$ cat config.mk
export PLATFORM = sky130hd
export DESIGN_NAME = uart_rx_fifo_flat
export DESIGN_NICKNAME = d
export VERILOG_FILES = /design/src/rtl/uart_rx_fifo_if.sv /design/src/rtl/uart_rx_fifo.sv /design/src/flat_wrapper.sv
export SDC_FILE = /design/constraint.sdc
export NUM_CORES = 1
export LEC_CHECK = 0
export CAP_MARGIN = 25
export CORE_ASPECT_RATIO = 0.75
export CORE_MARGIN = 2
export CORE_UTILIZATION = 40
export DETAILED_ROUTE_END_ITERATION = 16
export PLACE_DENSITY = 0.63
export SLEW_MARGIN = 15
export SYNTH_ARGS = -nofsm -noshare
export SYNTH_HDL_FRONTEND = slang
export SYNTH_SLANG_ARGS = --single-unit
$ cat constraint.sdc
create_clock -name clk -period 5.4 [get_ports clk]
set_input_delay 0.54 -clock clk [delete_from_list [all_inputs] [get_ports clk]]
set_output_delay 0.54 -clock clk [all_outputs]
set_load 0.005 [all_outputs]
$ cat src/rtl/uart_rx_fifo_if.sv
// uart_rx_fifo_if: receiver-to-consumer byte buffer signal bundle
interface uart_rx_fifo_if #(
    parameter int DATA_WIDTH = 8,
    parameter int PTR_W      = 3
);
    logic [DATA_WIDTH-1:0] wr_data;
    logic                  wr_valid;
    logic                  rd_en;
    logic                  clr_ovf;
    logic [DATA_WIDTH-1:0] rd_data;
    logic                  rd_valid;
    logic                  empty;
    logic                  full;
    logic                  almost_full;
    logic [PTR_W:0]        count;
    logic                  overflow;

    modport master (
        output wr_data, wr_valid, rd_en, clr_ovf,
        input  rd_data, rd_valid, empty, full, almost_full, count, overflow
    );

    modport slave (
        input  wr_data, wr_valid, rd_en, clr_ovf,
        output rd_data, rd_valid, empty, full, almost_full, count, overflow
    );
endinterface

$ cat src/rtl/uart_rx_fifo.sv
// uart_rx_fifo: buffers received UART bytes until the consumer pops them
module uart_rx_fifo #(
    parameter int DATA_WIDTH = 8,
    parameter int PTR_W      = 3,
    parameter int AF_LEVEL   = 6
) (
    input logic            clk,
    input logic            rst,
    uart_rx_fifo_if.slave  bus
);
    localparam int DEPTH = 1 << PTR_W;

    logic [DATA_WIDTH-1:0] mem [DEPTH];
    logic [PTR_W:0]        wr_ptr_q, wr_ptr_d, rd_ptr_q, rd_ptr_d, count;
    logic [DATA_WIDTH-1:0] rd_data_q, rd_data_d;
    logic                  rd_valid_q, rd_valid_d, overflow_q, overflow_d;
    logic                  empty, full, pop_ok, push_ok;

    assign count           = wr_ptr_q - rd_ptr_q;
    assign empty           = count == '0;
    assign full            = count == (PTR_W+1)'(DEPTH);
    assign bus.count       = count;
    assign bus.empty       = empty;
    assign bus.full        = full;
    assign bus.almost_full = count >= (PTR_W+1)'(AF_LEVEL);
    assign bus.rd_data     = rd_data_q;
    assign bus.rd_valid    = rd_valid_q;
    assign bus.overflow    = overflow_q;

    // Next-state: a pop frees a slot so a push into a full buffer still lands; a pop on empty is ignored.
    always_comb begin
        pop_ok     = bus.rd_en & ~empty;
        push_ok    = bus.wr_valid & (~full | pop_ok);
        wr_ptr_d   = wr_ptr_q + {{PTR_W{1'b0}}, push_ok};
        rd_ptr_d   = rd_ptr_q + {{PTR_W{1'b0}}, pop_ok};
        rd_data_d  = pop_ok ? mem[rd_ptr_q[PTR_W-1:0]] : rd_data_q;
        rd_valid_d = pop_ok;
        overflow_d = (bus.wr_valid & ~push_ok) | (overflow_q & ~bus.clr_ovf);
    end

    // Storage is deliberately not reset; stale entries are unreachable once the pointers clear.
    always_ff @(posedge clk) begin
        if (push_ok) mem[wr_ptr_q[PTR_W-1:0]] <= bus.wr_data;
    end

    // Control state, cleared asynchronously so a reset discards contents at once.
    always_ff @(posedge clk or posedge rst) begin
        if (rst) begin
            wr_ptr_q   <= '0;
            rd_ptr_q   <= '0;
            rd_data_q  <= '0;
            rd_valid_q <= 1'b0;
            overflow_q <= 1'b0;
        end else begin
            wr_ptr_q   <= wr_ptr_d;
            rd_ptr_q   <= rd_ptr_d;
            rd_data_q  <= rd_data_d;
            rd_valid_q <= rd_valid_d;
            overflow_q <= overflow_d;
        end
    end
endmodule

$ cat src/flat_wrapper.sv
// flat-port wrapper written by rule: the top's interface ports become plain ports
module uart_rx_fifo_flat 
#(
    parameter int DATA_WIDTH = 8,
    parameter int PTR_W      = 3,
    parameter int AF_LEVEL   = 6
)
  (clk, rst, bus_wr_data, bus_wr_valid, bus_rd_en, bus_clr_ovf, bus_rd_data, bus_rd_valid, bus_empty, bus_full, bus_almost_full, bus_count, bus_overflow);
  uart_rx_fifo_if #(.DATA_WIDTH(DATA_WIDTH), .PTR_W(PTR_W)) bus_i ();
  input logic clk;
  input logic rst;
  input wire logic [$bits(bus_i.wr_data)-1:0] bus_wr_data;
  input wire logic [$bits(bus_i.wr_valid)-1:0] bus_wr_valid;
  input wire logic [$bits(bus_i.rd_en)-1:0] bus_rd_en;
  input wire logic [$bits(bus_i.clr_ovf)-1:0] bus_clr_ovf;
  output wire logic [$bits(bus_i.rd_data)-1:0] bus_rd_data;
  output wire logic [$bits(bus_i.rd_valid)-1:0] bus_rd_valid;
  output wire logic [$bits(bus_i.empty)-1:0] bus_empty;
  output wire logic [$bits(bus_i.full)-1:0] bus_full;
  output wire logic [$bits(bus_i.almost_full)-1:0] bus_almost_full;
  output wire logic [$bits(bus_i.count)-1:0] bus_count;
  output wire logic [$bits(bus_i.overflow)-1:0] bus_overflow;
  assign bus_i.wr_data = bus_wr_data;
  assign bus_i.wr_valid = bus_wr_valid;
  assign bus_i.rd_en = bus_rd_en;
  assign bus_i.clr_ovf = bus_clr_ovf;
  assign bus_rd_data = bus_i.rd_data;
  assign bus_rd_valid = bus_i.rd_valid;
  assign bus_empty = bus_i.empty;
  assign bus_full = bus_i.full;
  assign bus_almost_full = bus_i.almost_full;
  assign bus_count = bus_i.count;
  assign bus_overflow = bus_i.overflow;
  uart_rx_fifo #(.DATA_WIDTH(DATA_WIDTH), .PTR_W(PTR_W), .AF_LEVEL(AF_LEVEL)) u_core (.clk(clk), .rst(rst), .bus(bus_i));
endmodule
==> qor.yml <==
die:
  fp.dieH_um: 83.4
  rows: 28
  die_w_um: 110
  initial_core_util: 0.419
  core_area_mm2: 0.00802
  die_area_mm2: 0.00916
  ios: 30
worst_setup_path:
  critical_path_class: "register to output pin"
  required_ps: 4860
  cp.arrival_ps: 3280
  cp-end-kind: "output pin"
  worstPathMaxFanout: 11
  start_kind: "register"
global_route:
  overflow: 0
  grt_pass1_wl_mm: 9.54
  grt.total_usage: 0.148
  grt_max_degree: 21
  grt_pass1_vias: 1743
  antenna_found_initial: 0
logic_synthesis:
  syn_area_per_cell_um2: 17.6
  yosys_warnings: 0
  seq_area_frac_synth: 0.706
  synth_cell_type_count: 29
  synth.area.top_cells: "edfxtp_1 (57%), dfrtp_1 (13%), mux4_2 (11%)"
  synth.largest_area_cell: "edfxtp_1"
  synth_fp_nets: 212
  synth_seq_cells: 82
  netlist_area_mm2: 0.00336
  synth_top_cell_area_share: 0.572
  synthCells: 191
routing:
  vias: 1736
  wl_met2_mm: 2.82
  drt-met1-wl_mm: 2.94
  route.met3.wl_um: 291
  top_layer: "met4"
  totalWireLength_mm: 6.09
  via_per_inst: 5.06
  drt_iter0_markers: 85
  ant_nets: 0
  remaining_drc_errors: 0
  dr.pass1.iters: 4
  routedWlPerCell_um: 17.7
timing:
  setup_violations: 0
  min_period_over_period: 0.708
  timing.final.ws_setup_ps: 1580
  slew_headroom: 0.339
  finalClockSkew_ps: 7.76
  rsz0062_at_grt: "false"
  slew_violations: 0
  hold_viol: 0
  fin_setup_tns_ps: 0
  period_minus_slack_ps: 3820
  clock.fmax_ghz: 0.262
  worstMarginPinSlew_ps: 988
  fin_hold_ws_ps: 508
layout:
  fin_nets: 254
  final_area_mm2: 0.00402
  num_antenna_cells: 0
  area_delta_synth_final_pct: 19.7
  drive_gt1_frac: 0.231
clock_network:
  htree_levels: 3
  postCtsHoldBufs: 0
  cts_setup_buffers: 0
  clk_pin_slew_worst_paths_ps: 80
  clockBufferDepth: 2
  numCtsBuffers: 9
  root_buffer: "clkbuf_8"
  ctsResizeCount: 0
  numClockSinks: 82
  cts_tree: "yes"
  clock_latency_ps: 350
outcome:
  status: "finished clean"
placed_design:
  placed_area_mm2: 0.00382
  numPortBuffers: 29
  dp_hpwl_mm: 4.07
  dp_slack_ps: 1750
  gp_congestion: 0.738
job:
  maxCapViolCount: 0
power:
  powerDensity_mw_per_mm2: 585
  power_uw: 2350
  ir_drop_mv: 0.406
  p_leak_uw: 0.00145
hold_path:
  hold_class: "register to register"
[worst max-delay path, stage by stage (launching register included)]
cell and delay (ps):
dfrtp_1 610, clkinv_1 410, ha_1 490, and3b_2 250, nor3_1 390, nor2_1 130
o21ai_0 110, clkdlybuf4s50_1 540
[metrics by stage]
step           utilization  instances
6_report             0.501        343
5_1_grt              0.501        343
4_1_cts              0.501        342
3_5_place_dp         0.477        326
3_3_place_gp         0.477        326
2_1_floorplan            -        191
[synthesized netlist by cell type]
cell type and count:
a21o_2 1, a21oi_1 3, a22o_1 1, and3b_2 1, buf_2 2, buf_4 1, clkbuf_1 3, clkinv_1 1
dfrtp_1 18, edfxtp_1 64, fa_1 1, ha_1 7, inv_1 11, mux2_2 8, mux4_2 16, nand2_1 25
nand3_1 2, nand3_2 1, nand3b_1 1, nor2_1 3, nor3_1 4, nor4_1 5, nor4b_1 2, o21ai_0 1
o31ai_4 1, o41ai_2 1, xnor2_1 3, xor2_1 3, xor2_2 1
[metal layers]
layer | track usage | up-vias
li1 | - | 810
met1 | 0.209 | 877
met2 | 0.215 | 45
met3 | 0.0542 | 4
met4 | 0.0414 | 0
met5 | 0 | -
[cell type report]
| cell class | instances | area [µm²] |
|---|---|---|
| Clock buffer | 11 | 131 |
| Clock inverter | 5 | 62.6 |
| Fill cell | 703 | 4000 |
| Inverter | 12 | 45.0 |
| Multi-Input combinational cell | 91 | 932 |
| Sequential cell | 82 | 2370 |
| Tap cell | 105 | 131 |
| Timing Repair Buffer | 37 | 348 |
[cells in the final DEF (no fill, tap or decap), types with 2 or more instances in the layout]
master,instances
ha_1,7
nand3_1,2
mux4_2,16
nor2_1,3
edfxtp_1,64
xnor2_1,3
clkbuf_1,2
nor4_1,4
a21oi_1,3
clkinvlp_4,2
nand2_1,25
clkbuf_8,9
xor2_1,3
nor3_1,4
clkdlybuf4s50_1,29
nor4b_2,2
inv_1,11
mux2_2,8
buf_4,7
dfrtp_1,18
[state kept, by name (all words and copies together) (netlist names)]
register             count
u_core.bus.overflow      1
u_core.bus.rd_valid      1
u_core.rd_ptr_q          4
u_core.bus.rd_data       8
u_core.mem              64
u_core.wr_ptr_q          4
[final timing paths]
path	from	endpoint	slack (ps)	cells past startpoint
min	u_core.bus.rd_data[2]	u_core.bus.rd_data[2]	510	1
max in group asynchronous	rst	u_core.bus.rd_data[2]	4250	2
min in group asynchronous	rst	u_core.bus.rd_data[6]	650	2
max reg2reg	u_core.rd_ptr_q[2]	u_core.mem[5][6]	1860	6
min reg2reg	u_core.bus.rd_data[2]	u_core.bus.rd_data[2]	510	1
max	u_core.rd_ptr_q[2]	bus_almost_full	1580	7
[cell families after synthesis]
kind of cell / Yosys count / synth area share
muxes: 24 / 0.134
AOI/OAI and AO/OA: 8 / 0.0223
DFF: 82 / 0.706
and+or+nand+nor: 44 / 0.0629
buffers and inverters: 18 / 0.0220
adders and majority gates: 8 / 0.0320
xor gates and xnor gates: 7 / 0.0205
[power breakdown]
group | leakage [µW] | switching, µW | internal [µW] | total, µW
Sequential | 0.000796 | 119 | 832 | 951
Clock | 0.0000901 | 217 | 216 | 434
Combinational | 0.000568 | 444 | 524 | 968
Note: power is estimated with default switching activity, not from simulation.
